### config.mk
export PLATFORM = sky130hd
export DESIGN_NAME = led_pattern_sequencer_flat
export DESIGN_NICKNAME = d
export VERILOG_FILES = /design/src/rtl/led_pattern_sequencer_pkg.sv /design/src/rtl/led_pattern_sequencer_if.sv /design/src/rtl/led_pattern_sequencer_btn_debounce.sv /design/src/rtl/led_pattern_sequencer.sv /design/src/flat_wrapper.sv
export SDC_FILE = /design/constraint.sdc
export NUM_CORES = 1
export LEC_CHECK = 0
export CAP_MARGIN = 5
export CORE_MARGIN = 3
export CORE_UTILIZATION = 35
export CTS_BUF_LIST = sky130_fd_sc_hd__clkbuf_8
export DETAILED_ROUTE_END_ITERATION = 8
export PLACE_DENSITY = 0.62
export REMOVE_ABC_BUFFERS = 1
export SLEW_MARGIN = 20
export SYNTH_ARGS = -nofsm -noshare
export SYNTH_HDL_FRONTEND = slang
export SYNTH_SLANG_ARGS = --single-unit
### constraint.sdc
create_clock -name clk -period 5.1 [get_ports clk]
set_input_delay 1.275 -clock clk [delete_from_list [all_inputs] [get_ports clk]]
set_output_delay 1.275 -clock clk [all_outputs]
set_load 0.02 [all_outputs]
### src/rtl/led_pattern_sequencer_pkg.sv
// Shared types and constants for the LED pattern sequencer: mode encoding,
// button bit positions and the mode/step to LED decode.
package led_seq_pkg;

   typedef enum logic [1:0] {
      BOUNCE = 2'd0,
      BLINK  = 2'd1,
      COUNT  = 2'd2,
      OFF    = 2'd3
   } mode_t;

   localparam int BTN_NEXT   = 1;
   localparam int BTN_PREV   = 2;
   localparam int BTN_PAUSE  = 3;
   localparam int BTN_FASTER = 4;
   localparam int BTN_SLOWER = 5;

   localparam logic [1:0] SPEED_MAX = 2'd3;
   localparam logic [7:0] LED_RESET = 8'h01;

   // Bounce walks 0..7 on step[3]=0 and mirrors 7..0 on step[3]=1; 7-pos is ~pos in 3 bits.
   function automatic logic [7:0] led_decode(input logic [1:0] mode, input logic [7:0] step);
      logic [2:0] pos;
      led_decode = 8'h00;
      pos        = step[3] ? ~step[2:0] : step[2:0];
      case (mode)
         BOUNCE:  led_decode = 8'h01 << pos;
         BLINK:   led_decode = step[0] ? 8'hFF : 8'h00;
         COUNT:   led_decode = step;
         default: led_decode = 8'h00;
      endcase
   endfunction

endpackage

### src/rtl/led_pattern_sequencer_if.sv
// Board-side bundle of the LED sequencer: raw buttons in, LED drive and status out.
interface led_seq_if;
   logic [6:0] btn;
   logic [7:0] led;
   logic [1:0] mode;
   logic       run;

   modport master (output btn, input led, input mode, input run);
   modport slave  (input btn, output led, output mode, output run);
endinterface

### src/rtl/led_pattern_sequencer_btn_debounce.sv
// One button: 2-FF synchroniser, stable-count debouncer and rising-edge press pulse.
module btn_debounce #(
   parameter int DEBOUNCE_CYCLES = 2**16
) (
   input  logic clk,
   input  logic rst,
   input  logic btn,
   output logic press
);

   localparam int CW = (DEBOUNCE_CYCLES > 2) ? $clog2(DEBOUNCE_CYCLES) : 1;
   localparam logic [CW-1:0] CNT_LAST = CW'(DEBOUNCE_CYCLES - 1);

   logic          meta_p0;
   logic          sync_p1;
   logic          level_q;
   logic          level_d;
   logic [CW-1:0] cnt_q;

   always_ff @(posedge clk or posedge rst) begin
      if (rst) begin
         meta_p0 <= 1'b0;
         sync_p1 <= 1'b0;
         level_q <= 1'b0;
         level_d <= 1'b0;
         cnt_q   <= '0;
      end else begin
         meta_p0 <= btn;
         sync_p1 <= meta_p0;
         level_d <= level_q;
         // Count consecutive samples that disagree with the accepted level.
         if (sync_p1 == level_q) begin
            cnt_q <= '0;
         end else if (cnt_q == CNT_LAST) begin
            level_q <= sync_p1;
            cnt_q   <= '0;
         end else begin
            cnt_q <= cnt_q + CW'(1);
         end
      end
   end

   assign press = level_q & ~level_d;

endmodule

### src/rtl/led_pattern_sequencer.sv
// LED bank controller: button presses drive mode/speed/pause; one prescaler times every animation.
module led_pattern_sequencer
   import led_seq_pkg::*;
#(
   parameter int TICK_DIV        = 2**20,
   parameter int DEBOUNCE_CYCLES = 2**16
) (
   input  logic      clk,
   input  logic      rst,
   led_seq_if.slave  io
);

   localparam int PW = $clog2(TICK_DIV);

   localparam logic [1:0] MODE_BOUNCE = BOUNCE;

   logic [BTN_SLOWER:BTN_NEXT] press;
   logic                       unused_btn;

   logic [1:0]    mode_q;
   logic          run_q;
   logic [1:0]    speed_q;
   logic [PW-1:0] presc_q;
   logic [PW-1:0] presc_last;
   logic [7:0]    step_q;
   logic [7:0]    led_q;

   logic go_next;
   logic go_prev;
   logic mode_chg;
   logic go_faster;
   logic go_slower;
   logic tick;

   assign unused_btn = io.btn[0] ^ io.btn[6];

   for (genvar g = BTN_NEXT; g <= BTN_SLOWER; g++) begin : g_btn
      btn_debounce #(.DEBOUNCE_CYCLES(DEBOUNCE_CYCLES)) u_deb (
         .clk   (clk),
         .rst   (rst),
         .btn   (io.btn[g]),
         .press (press[g])
      );
   end

   assign go_next   = press[BTN_NEXT] & ~press[BTN_PREV];
   assign go_prev   = press[BTN_PREV] & ~press[BTN_NEXT];
   assign mode_chg  = go_next | go_prev;
   assign go_faster = press[BTN_FASTER] & ~press[BTN_SLOWER] & (speed_q != SPEED_MAX);
   assign go_slower = press[BTN_SLOWER] & ~press[BTN_FASTER] & (speed_q != 2'd0);

   // >= rather than == so a speed-up past the current count ticks at once instead of wrapping.
   assign presc_last = PW'((TICK_DIV >> speed_q) - 1);
   assign tick       = run_q & (presc_q >= presc_last);

   always_ff @(posedge clk or posedge rst) begin
      if (rst) begin
         mode_q  <= MODE_BOUNCE;
         run_q   <= 1'b1;
         speed_q <= 2'd0;
      end else begin
         if (go_next) begin
            mode_q <= mode_q + 2'd1;
         end else if (go_prev) begin
            mode_q <= mode_q - 2'd1;
         end
         if (press[BTN_PAUSE]) begin
            run_q <= ~run_q;
         end
         if (go_faster) begin
            speed_q <= speed_q + 2'd1;
         end else if (go_slower) begin
            speed_q <= speed_q - 2'd1;
         end
      end
   end

   always_ff @(posedge clk or posedge rst) begin
      if (rst) begin
         presc_q <= '0;
         step_q  <= 8'd0;
      end else if (mode_chg) begin
         presc_q <= '0;
         step_q  <= 8'd0;
      end else if (tick) begin
         presc_q <= '0;
         step_q  <= step_q + 8'd1;
      end else if (run_q) begin
         presc_q <= presc_q + PW'(1);
      end
   end

   // LED stage: decode lags step/mode by one clock.
   always_ff @(posedge clk or posedge rst) begin
      if (rst) begin
         led_q <= LED_RESET;
      end else begin
         led_q <= led_decode(mode_q, step_q);
      end
   end

   assign io.led  = led_q;
   assign io.mode = mode_q;
   assign io.run  = run_q;

endmodule
### src/flat_wrapper.sv
// flat-port wrapper written by rule: the top's interface ports become plain ports
module led_pattern_sequencer_flat import led_seq_pkg::*;
#(
   parameter int TICK_DIV        = 2**20,
   parameter int DEBOUNCE_CYCLES = 2**16
)
  (clk, rst, io_btn, io_led, io_mode, io_run);
  led_seq_if io_i ();
  input  logic clk;
  input  logic rst;
  input wire logic [$bits(io_i.btn)-1:0] io_btn;
  output wire logic [$bits(io_i.led)-1:0] io_led;
  output wire logic [$bits(io_i.mode)-1:0] io_mode;
  output wire logic [$bits(io_i.run)-1:0] io_run;
  assign io_i.btn = io_btn;
  assign io_led = io_i.led;
  assign io_mode = io_i.mode;
  assign io_run = io_i.run;
  led_pattern_sequencer #(.TICK_DIV(TICK_DIV), .DEBOUNCE_CYCLES(DEBOUNCE_CYCLES)) u_core (.clk(clk), .rst(rst), .io(io_i));
endmodule
==> impl_results.md <==
* Wirelength per Cell at 12.30 um
* F_max at 332.5 MHz
* Share of the synthesized netlist area taken by xor and xnor gates at 9.521%
* Warnings, synthesis at 0
* Row cnt at 50
* Layout cells sized above 1 at 8.093%
* Shortest period the worst path allows at 3.007 ns
* Cell taking the most area after synthesis: dfrtp_1
* Via total after detailed routing at 4919
* Total setup violations reported at the end of the flow at 0
* Count of mapped cells out of synthesis at 697
* Most frequent cell after synthesis: dfrtp_1
* Number of nets in the layout at 741
* Footprint of the multi-input gates at 3202 sq um
* Post-route fraction of the period consumed by the critical path at 58.97%
* Slew headroom at 37.61%
* Port Buf Inserts at 17
* Antenna violations before repair at 0
* Adder-cell share of the synthesized area at 2.720%
* Initial DRC count at 345
* Clock-pin slew of the registers on the worst-case setup and hold paths at 0.08 ns
* Met2 Wirelength at 5495 um
* Number of enable flip-flop cells after synthesis at 0
* Worst Max-Slew Pin Slew at 0.9358 ns
* Leakage power of the design at 0.003160 uW
* Register area share after synthesis at 51.18%
* Run status: finished clean
* R2R depth at 6
* Average size of a mapped cell at 9.898 sq um
* Summed area of non-filler cells in the final layout at 7759 sq um
* Die boundary height at 146.4 um
* Area taken by flip-flops and latches at 3531 sq um
* Vias per Instance at 4.974
* Number of global-route vias before repair at 4772
* Clock network latency to the later pin of the worst-skew pair at 0.45 ns
* Clock Skew at 0.01056 ns
* Wire length of the first global-routing pass at 21980 um
* Post-cts sizing count at 0
* Number of distinct library cells after synthesis at 50
* Required time of the critical path at 3.83 ns
* Fill cells at 1892
* Post-synthesis share of cell area spent on and, or, nand and nor gates at 23.90%
* Proportion of netlist area held by the largest area contributor at 50.42%
* Aggregate routed wire length at 12160 um
* WHS Path Cells at 0
* Mux cell area share after synthesis at 1.687%
* Final-report hold violation count at 0
* Post-CTS setup repair buffer count at 0
* Final routed DRC violation total at 0
* Kind of cell adding the most delay to the critical path: flip-flops
* Most frequent cells after synthesis: 139 x dfrtp_1, 96 x nor2_1, 55 x xnor2_1
* Buffers and inverters on the worst path at 1
* Count of antenna-violating nets left after detailed routing at 0
* CTS Hold Bufs at 0
* Critical-path top delay cell: dfstp_2
* Antenna fix cells at 0
* Cell depth of the worst setup path at 1
* Netlist Area Pre-Place at 6899 sq um
* Worst IR Drop VDD at 159.7 uV
* Clock buffer count from CTS at 17
* HP Class: reg2reg
* Most common flop cell mapped by yosys: dfrtp_1
* Die ar. at 21430 sq um
* Setup crit start kind: register
* Total overflow reported by the global router at 0
* Proportion of synthesized flip-flops having asynchronous set or reset at 100.0%
* Final TNS setup at 0 ns
* Final HPWL from detailed placement at 8066 um
* Longest individual stage delay on the worst path at 0.65 ns
* DIE WIDTH at 146.4 um
* Combinational family with the most area after synthesis: simple AND/OR/NAND/NOR gates
* Total I/O pin count at 20
* Unrepaired setup endpoints after global routing: no
* GPL Wtd Cong at 0.7771
* CTS HTree Levels at 4
* Critical Setup Path Class: reg2out
* Global-route usage over all layers at 12.20%
* Area of the core region at 19020 sq um
* Most area-consuming cells after synthesis: dfrtp_1 50%, xnor2_1 7.0%, nor2_1 5.2%
* Effective utilization at floorplan at 36.28%
* CTS tree: yes
* Bufs on Longest Clock Path at 2
* FF+latch count, synth at 141
* Number of maximum-capacitance violations at 0
* Synthesis-to-finish area growth at 12.46%
* Post-detailed-placement cell area at 7342 sq um
* Metal-1 WL at 6150 um
* Endpoint kind of the worst setup timing path: output port
* Cell chain of the critical path: clkdlybuf4s50_1
* Final Slew Violations at 0
* Power density normalized to cell area at 275.8 nW/um^2
* Total met3 wirelength after detailed routing at 404 um
* Highest routed layer: met4
* Largest net degree at the start of global routing at 104
* Worst EP arrival at 1.73 ns
* Buffer type at the clock tree root: clkbuf_8
* Compound-cell area share of the yosys netlist at 8.578%
* Largest driver fanout on the critical path at 8
* CTS sink cnt at 141
* First-pass iteration count of the detailed router at 4
## logic make-up after synthesis
kind of cell / Yosys count
and+or+nand+nor: 322
buffers and inverters: 42
AOI/OAI and AO/OA: 91
muxes: 11
DFF: 141
xor gates and xnor gates: 75
adders and majority gates: 15
## area by class of cell
type,instances,area share [%]
tap,260,4.193
sequential,141,45.51
inverter,23,1.177
multi-input combinational,514,41.27
clock buffer,20,3.548
clock inverter,11,1.822
timing repair buffer,20,2.483
## where the power goes
part / total, uW / switching [uW] / leakage, uW / internal [uW]
sequential: 1140 / 11.8 / 0.00193 / 1130
clock: 936 / 419 / 0.000212 / 518
combinational: 61.0 / 43.1 / 0.00102 / 17.9
total: 2140 / 474 / 0.00316 / 1670
## path summary, 6_finish.rpt
kind	startpoint	end	slack [ns]
max in group asynchronous	rst	u_core.step_q[7]	2.78
hold / removal	u_core.g_btn[2].u_deb.meta_p0	u_core.g_btn[2].u_deb.sync_p1	0.35
min in group asynchronous	rst	u_core.g_btn[2].u_deb.sync_p1	1.38
setup / recovery	u_core.io.run	io_run	2.09
setup reg to reg	u_core.speed_q[1]	u_core.step_q[6]	2.64
hold reg to reg	u_core.g_btn[2].u_deb.meta_p0	u_core.g_btn[2].u_deb.sync_p1	0.35
## per-stage QoR
stage,worst slack [ns],util [%],hold WS [ns],std cells,total power [uW]
2_1_floorplan,0.04709,-,0.3312,678,1206
3_3_place_gp,2.275,38.61,0.3334,958,1228
6_report,2.093,40.80,0.3495,989,2140
3_5_place_dp,2.254,38.61,0.3358,958,1229
4_1_cts,2.061,40.80,0.3539,989,2176
5_1_grt,2.026,40.80,0.3586,989,2232
## flip-flops by register name (all words and copies together) (netlist names)
name	flops
u_core.g_btn.u_deb.level_q	5
u_core.io.mode	2
u_core.g_btn.u_deb.cnt_q	80
u_core.io.led	8
u_core.presc_q	20
u_core.step_q	8
u_core.io.run	1
u_core.g_btn.u_deb.level_d	5
u_core.g_btn.u_deb.meta_p0	5
u_core.g_btn.u_deb.sync_p1	5
u_core.speed_q	2
## worst reg2reg max path: cells and delay by family (launching register included)
kind	cells	cell delay [ns]
AO/OA/AOI/OAI	4	1.26
flip-flops	1	0.46
AND/OR/NAND/NOR	1	0.33
adder cells (fa/ha/maj)	1	0.31
## layout by cell type (no fill, tap or decap), types with 8 or more instances in the layout
cell	n
inv_1	23
xnor2_1	55
a31oi_1	8
a21oi_1	27
ha_1	15
nor3_1	19
or3_1	20
nor2_1	96
nand2_1	46
xor2_1	20
nor4_1	12
clkbuf_8	20
clkdlybuf4s50_1	17
nand4_1	24
and4_1	12
dfrtp_1	139
nand3_1	46
nand2b_1	10
o21ai_0	23
## layer usage
metal | vias up | track usage, %
met5 | - | 0
li1 | 2505 | -
met3 | 9 | 3.600
met1 | 2354 | 16.07
met4 | 0 | 4.233
met2 | 51 | 19.26
Power figures use the tool's default switching activity.
